[src/rtl/key_debounce_display_pkg.sv]
// Shared constants for the key debounce / 7-segment counter slice.
package key_debounce_display_pkg;

  localparam int unsigned NUM_DIGITS = 6;
  localparam int unsigned DIGIT_W    = 4;
  localparam int unsigned COUNT_W    = NUM_DIGITS * DIGIT_W;
  localparam int unsigned SEG_W      = 8;
  localparam int unsigned IDX_W      = $clog2(NUM_DIGITS);

  // Board defaults at 50 MHz: 20 ms debounce, 1 ms per digit
  localparam int unsigned DEF_DEBOUNCE_CYCLES = 1_000_000;
  localparam int unsigned DEF_SCAN_CYCLES     = 50_000;

  // Active-low common-anode codes {dp,g,f,e,d,c,b,a}, index = BCD digit
  localparam logic [SEG_W-1:0] SEG_BLANK = 8'hFF;
  localparam logic [9:0][SEG_W-1:0] SEG_TABLE = {
    8'h90, 8'h80, 8'hF8, 8'h82, 8'h92,
    8'h99, 8'hB0, 8'hA4, 8'hF9, 8'hC0
  };

  // Segment pattern for one BCD digit; anything above 9 is blanked
  function automatic logic [SEG_W-1:0] seg_code(input logic [DIGIT_W-1:0] digit);
    logic [SEG_W-1:0] code;
    code = SEG_BLANK;
    if (digit <= DIGIT_W'(9)) begin
      code = SEG_TABLE[digit];
    end
    return code;
  endfunction

endpackage

[src/rtl/key_debounce_display_key_filter.sv]
// Synchronises and debounces an active-low key; pulses once per qualified press.
module key_filter
  import key_debounce_display_pkg::*;
#(
  parameter int unsigned DEBOUNCE_CYCLES = DEF_DEBOUNCE_CYCLES
) (
  input  logic clk,
  input  logic rst_n,
  input  logic key_raw,
  output logic press
);

  localparam int unsigned CNT_W = (DEBOUNCE_CYCLES > 1) ? $clog2(DEBOUNCE_CYCLES) : 1;
  localparam logic [CNT_W-1:0] CNT_LAST = CNT_W'(DEBOUNCE_CYCLES - 1);

  logic [1:0]       sync_q;
  logic             key_s;
  logic [CNT_W-1:0] cnt_q;
  logic             stable_q;
  logic             stable_d_q;

  assign key_s = sync_q[1];

  // Two-flop synchroniser; idles at released (1)
  always_ff @(posedge clk or negedge rst_n) begin
    if (!rst_n) begin
      sync_q <= 2'b11;
    end else begin
      sync_q <= {sync_q[0], key_raw};
    end
  end

  // Stable state flips only after key_s differs for DEBOUNCE_CYCLES cycles in a row
  always_ff @(posedge clk or negedge rst_n) begin
    if (!rst_n) begin
      cnt_q    <= '0;
      stable_q <= 1'b1;
    end else if (key_s == stable_q) begin
      cnt_q <= '0;
    end else if (cnt_q == CNT_LAST) begin
      cnt_q    <= '0;
      stable_q <= key_s;
    end else begin
      cnt_q <= cnt_q + CNT_W'(1);
    end
  end

  // One-cycle pulse the cycle after the stable state falls; release is ignored
  always_ff @(posedge clk or negedge rst_n) begin
    if (!rst_n) begin
      stable_d_q <= 1'b1;
      press      <= 1'b0;
    end else begin
      stable_d_q <= stable_q;
      press      <= stable_d_q & ~stable_q;
    end
  end

endmodule

[src/rtl/key_debounce_display.sv]
// Counts debounced key presses in 6-digit BCD and scans them onto a 7-segment display.
module key_debounce_display
  import key_debounce_display_pkg::*;
#(
  parameter int unsigned DEBOUNCE_CYCLES = DEF_DEBOUNCE_CYCLES,
  parameter int unsigned SCAN_CYCLES     = DEF_SCAN_CYCLES
) (
  input  logic                  clk,
  input  logic                  rst_n,
  input  logic                  key1,
  output logic [NUM_DIGITS-1:0] seg_sel,
  output logic [SEG_W-1:0]      seg_data
);

  localparam int unsigned SCAN_W = (SCAN_CYCLES > 1) ? $clog2(SCAN_CYCLES) : 1;
  localparam logic [SCAN_W-1:0] SCAN_LAST = SCAN_W'(SCAN_CYCLES - 1);
  localparam logic [IDX_W-1:0]  IDX_LAST  = IDX_W'(NUM_DIGITS - 1);

  logic                press;
  logic [COUNT_W-1:0]  bcd_count;
  logic [COUNT_W-1:0]  count_inc;
  logic                carry;
  logic [SCAN_W-1:0]   scan_cnt;
  logic [IDX_W-1:0]    digit_idx;
  logic [DIGIT_W-1:0]  cur_digit;

  key_filter #(
    .DEBOUNCE_CYCLES(DEBOUNCE_CYCLES)
  ) u_key_filter (
    .clk    (clk),
    .rst_n  (rst_n),
    .key_raw(key1),
    .press  (press)
  );

  // Ripple BCD increment; a 9 rolls to 0 and carries into the next digit
  always_comb begin
    count_inc = bcd_count;
    carry     = 1'b1;
    for (int i = 0; i < NUM_DIGITS; i++) begin
      if (carry) begin
        if (bcd_count[i*DIGIT_W +: DIGIT_W] >= DIGIT_W'(9)) begin
          count_inc[i*DIGIT_W +: DIGIT_W] = '0;
        end else begin
          count_inc[i*DIGIT_W +: DIGIT_W] = bcd_count[i*DIGIT_W +: DIGIT_W] + DIGIT_W'(1);
          carry = 1'b0;
        end
      end
    end
  end

  // Press counter; holds between presses
  always_ff @(posedge clk or negedge rst_n) begin
    if (!rst_n) begin
      bcd_count <= '0;
    end else if (press) begin
      bcd_count <= count_inc;
    end
  end

  // Digit scan: each digit held SCAN_CYCLES cycles, index wraps after the last digit
  always_ff @(posedge clk or negedge rst_n) begin
    if (!rst_n) begin
      scan_cnt  <= '0;
      digit_idx <= '0;
    end else if (scan_cnt == SCAN_LAST) begin
      scan_cnt  <= '0;
      digit_idx <= (digit_idx == IDX_LAST) ? '0 : digit_idx + IDX_W'(1);
    end else begin
      scan_cnt <= scan_cnt + SCAN_W'(1);
    end
  end

  // Select the BCD digit under the current scan index
  always_comb begin
    cur_digit = '1;
    for (int i = 0; i < NUM_DIGITS; i++) begin
      if (digit_idx == IDX_W'(i)) begin
        cur_digit = bcd_count[i*DIGIT_W +: DIGIT_W];
      end
    end
  end

  // Registered display drive, one cycle behind index/count
  always_ff @(posedge clk or negedge rst_n) begin
    if (!rst_n) begin
      seg_sel  <= '1;
      seg_data <= SEG_BLANK;
    end else begin
      seg_sel  <= ~(NUM_DIGITS'(1) << digit_idx);
      seg_data <= seg_code(cur_digit);
    end
  end

endmodule

[config.mk]
export PLATFORM = sky130hd
export DESIGN_NAME = key_debounce_display
export DESIGN_NICKNAME = d
export VERILOG_FILES = /design/src/rtl/key_debounce_display_pkg.sv /design/src/rtl/key_debounce_display_key_filter.sv /design/src/rtl/key_debounce_display.sv
export SDC_FILE = /design/constraint.sdc
export NUM_CORES = 1
export LEC_CHECK = 0
export BUFFER_PORTS_ARGS = -buffer_cell sky130_fd_sc_hd__buf_2
export CORE_MARGIN = 10
export CORE_UTILIZATION = 40
export DETAILED_ROUTE_END_ITERATION = 7
export GPL_ROUTABILITY_DRIVEN = 0
export MAX_ROUTING_LAYER = met4
export PLACE_DENSITY = 0.53
export SYNTH_ARGS = -nofsm -noshare
export SYNTH_HDL_FRONTEND = slang
export SYNTH_HIERARCHICAL = 1
export SYNTH_SLANG_ARGS = --single-unit
export TNS_END_PERCENT = 5
[constraint.sdc]
create_clock -name clk -period 6.6 [get_ports clk]
set_clock_uncertainty 0.15 [all_clocks]
set_input_delay 0.66 -clock clk [delete_from_list [all_inputs] [get_ports clk]]
set_output_delay 0.66 -clock clk [all_outputs]
set_load 0.02 [all_outputs]
==> summary by stage <==
Synth
Of the total synthesized cell area, the portion taken by AND, OR, NAND and NOR gates is between 20% and 30%. The number of warnings reported in the yosys synthesis log is 6. Summing the sequential cell areas from Yosys gives between 40% and 50% of the chip area. The multiplexer share of the synthesized area is between 2 and 2.5%. The cell accounting for the most synthesized area is dfrtp_1.

Dividing the synthesized area by the synthesized cell count gives between 10 and 15 sq um. The adder and majority cell fraction of the synthesized area is about 7.6%. After technology mapping, the gate count stands at 416. The synthesized netlist devotes 6.53% of its cell area to XOR and XNOR gates. dfrtp_1 is the most common cell in the netlist. The combined area of all synthesized cells is roughly 0.0043 sq mm. After synthesis, the share of flip-flops with an asynchronous set or reset is 100%. The fraction of synthesized cell area taken by the top area cell type is ~37%. The number of distinct library cells after synthesis is 65.

The number of nets handed over by synthesis was 445. By area the synthesized netlist is led by dfrtp_1, dfstp_2, ha_1. The combinational family with the most area after synthesis is simple AND/OR/NAND/NOR gates. Ranked by instance count, the synthesized netlist is headed by dfrtp_1, nor2_1, nand2_1, nand3_1, inv_1. Among all flip-flop cells after synthesis, the most frequent one is dfrtp_1.

The number of synthesized register bits is between 80 and 90. The synthesized netlist devotes slightly below 10% of its cell area to compound gates. The number of synthesized flops with an enable pin is 0.

Drt
The count of antenna-violating nets left after detailed routing is 0. The total via count in the routed design is slightly below 3,000. The detail-routed net length per standard cell is between 10 and 15 um. The first routing iteration left 174 violations. The number of remaining DRC errors is 0. The pre-antenna-repair detailed-routing pass consisted of 4 iterations. Wires add up to just over 8000 um. In the routed layout, each cell is associated on average with a via count of 5.15.

Timing
Headroom to the max-slew limit came out at between 30% and 40%. Setup repair after global routing left no endpoint under its margin. The final count of hold timing violations is 0. Setup violations remaining at the end of the flow were counted as 0. The slack of the critical path is 3.08 ns. The final-report max-slew violation count is 0.

The transition time at the pin with the least slew margin is roughly 1.0 ns. The time the worst path needs with I/O delays and setup is approximately 3.5 ns. Timing would allow up to between 200 and 300 MHz. Dividing the final minimum period by the clock period gives between 50% and 60%. In the final timing run, aggregate negative setup slack is 0 ns. The tightest hold margin is around 0.21 ns.

Pwr
For this design the ratio of total power to cell area is roughly 200 mW/mm^2. The power after layout is 924 uW. IR analysis of the VDD net gives a maximum drop of a little over 0.09 mV. The total leakage power is roughly 2.1 nW.

Clock tree
For the worst-skew pair, the clock arrives at the later sink with an insertion delay of 0.35 ns. Counting the buffers created by CTS gives 9. The clock passes through at most 2 buffers.

The clock tree from TritonCTS is done. The number of gates resized after CTS was 0. The H-tree level count is 3. The number of hold buffers added after CTS was 0.

Clock tree synthesis found a total of just over 80 sinks. The clock transition at the registers of the reported paths is 0.08 ns. Once the clock tree was built, the setup fixing pass inserted 0 buffers.

The root buffer cell chosen for the clock tree is clkbuf_8.

Finish
The filler cell count in the final layout is 1,006. The final-stage net count is 461. The number of diodes added for antenna fixing is 0. The fraction of layout cells with a size suffix above 1 is between 10 and 15%.

The area added between synthesis and finish is 9.47%.

Worst setup path
The classification of the worst setup path is flop to flop. The critical path launch point type is a flop. For the worst flop-to-flop path, the logic depth is 10.

At the worst endpoint, the arrival time is between 3 and 4 ns. The biggest fanout along the worst timing path is 25. STA classifies the critical path endpoint as a flop. Data on the critical path is required at its endpoint by approximately 6.7 ns.

Floorplan
The die is between 100 and 150 um tall. The row count is 37. 17 I/O pins were placed. The starting utilization of the core area is between 40 and 50%.

The area of the core is between 0.01 and 0.015 sq mm. The area of the die is 0.0153 sq mm. The die is approximately 120 um wide.

Worst hold path
The min-delay analysis places its worst path in the category flop to flop. The worst hold path was traced through 0 stages.

GRT
The first-pass GRT wire length is about 14,000 um. The global routing's busiest layer is met2. The initial antenna violation count is 0. The overflow left after global routing is 0. The met2 track utilization from global routing is between 10% and 20%. The all-layer global routing usage is between 10% and 20%. The number of global-route vias before repair came to between 2,000 and 3,000. The met1 track utilization from global routing is 15.0%. For this run, global-route usage on met3 was measured as 2.35%. The pin count of the biggest net entering global routing is 82.

Status
The run finished with clean final reports.

Flow run
The number of maximum-capacitance constraint violations is 0.

Placed design
Prior to clock tree synthesis, the placed netlist has a worst setup slack of between 3 and 4 ns. In this run the tool buffered the top-level ports with 15 buffer cells. The wire-length estimate of the detail-placed layout is 5600 um.
[final timing paths]
path | start | to | slack [ns]
worst min-delay path | u_key_filter/sync_q[0] | u_key_filter/sync_q[1] | 0.21
max in group asynchronous | rst_n | bcd_count[21] | 5.32
worst max register to register | digit_idx[0] | seg_data[6] | 3.08
min in group asynchronous | rst_n | bcd_count[3] | 0.33
worst min register to register | u_key_filter/sync_q[0] | u_key_filter/sync_q[1] | 0.21
worst max-delay path | digit_idx[0] | seg_data[6] | 3.08
[sequential cells by signal (all words and copies together), names as in the netlist, 2 cells and up]
name,flops
bcd_count,24
u_key_filter/cnt_q,20
scan_cnt,16
seg_data,7
seg_sel,6
digit_idx,3
u_key_filter/sync_q,2
[stage by stage]
stage | instance area, sq um | instances | utilization (%)
floorplan | 4290 | 416 | -
global placement | 4480 | 557 | 43.2
detailed placement | 4480 | 557 | 43.2
CTS | 4700 | 573 | 45.3
global route | 4700 | 573 | 45.3
finish | 4700 | 573 | 45.3
[worst max-delay path: stages, from the launching register on]
cell and delay (ns):
dfrtp_1 0.82, and2_1 0.22, ha_1 0.21, inv_1 0.13, o311ai_0 0.90, inv_1 0.17, ha_1 0.27, inv_1 0.07
nand2_1 0.06, or2_1 0.23, a31oi_1 0.19
[report_power, final]
| part | leakage (nW) | switching (mW) | internal, mW | total [mW] |
|---|---|---|---|---|
| logic | 0.905 | 0.0130 | 0.00229 | 0.0153 |
| registers | 1.05 | 0.00199 | 0.499 | 0.501 |
| clock network | 0.111 | 0.173 | 0.235 | 0.407 |
| total | 2.07 | 0.188 | 0.736 | 0.924 |
[metal layers]
layer	up-vias	routed length, um
li1	1485	-
met2	22	3740
met5	-	0
met1	1432	4000
met4	0	144
met3	13	209
[cells by family after synthesis]
kind of cell	after synthesis
AOI/OAI and AO/OA	61
xor gates and xnor gates	32
adders and majority gates	26
buffers and inverters	39
DFF	81
muxes	9
other	1
and+or+nand+nor	167
[area by class of cell]
class / count / area, sq um / area share [%]
Tap cell: 136 / 170 / 3.62
Multi-Input combinational cell: 296 / 2070 / 44.1
Timing Repair Buffer: 15 / 77.6 / 1.65
Clock buffer: 14 / 163 / 3.46
Sequential cell: 81 / 2050 / 43.6
Clock inverter: 2 / 60.1 / 1.28
Inverter: 29 / 109 / 2.32
[layout by cell type, fill, tap and decap left out, types with 2 or more instances in the layout]
cell and count:
dfrtp_1 64, clkbuf_1 3, a21oi_1 5, a41oi_1 5, o2bb2ai_1 2, nor4_4 2
or3_1 3, o211ai_1 3, or3b_1 2, mux2i_1 7, o21ai_0 26, and2_1 4
dfstp_2 17, nor3_1 8, a31oi_1 3, nand2_1 30, o311ai_0 2, o31ai_1 3
nor2b_1 4, and4_1 3, nor4b_1 2, nand4_1 8, clkbuf_8 11, and3_1 4
nor2_1 41, nand3_1 30, ha_1 26, bufinv_16 2, a211o_1 2, xor2_1 13
or3b_2 3, buf_2 14, xnor2_1 19, nor4_1 6, inv_1 29
(Power assumes the default switching activity.)
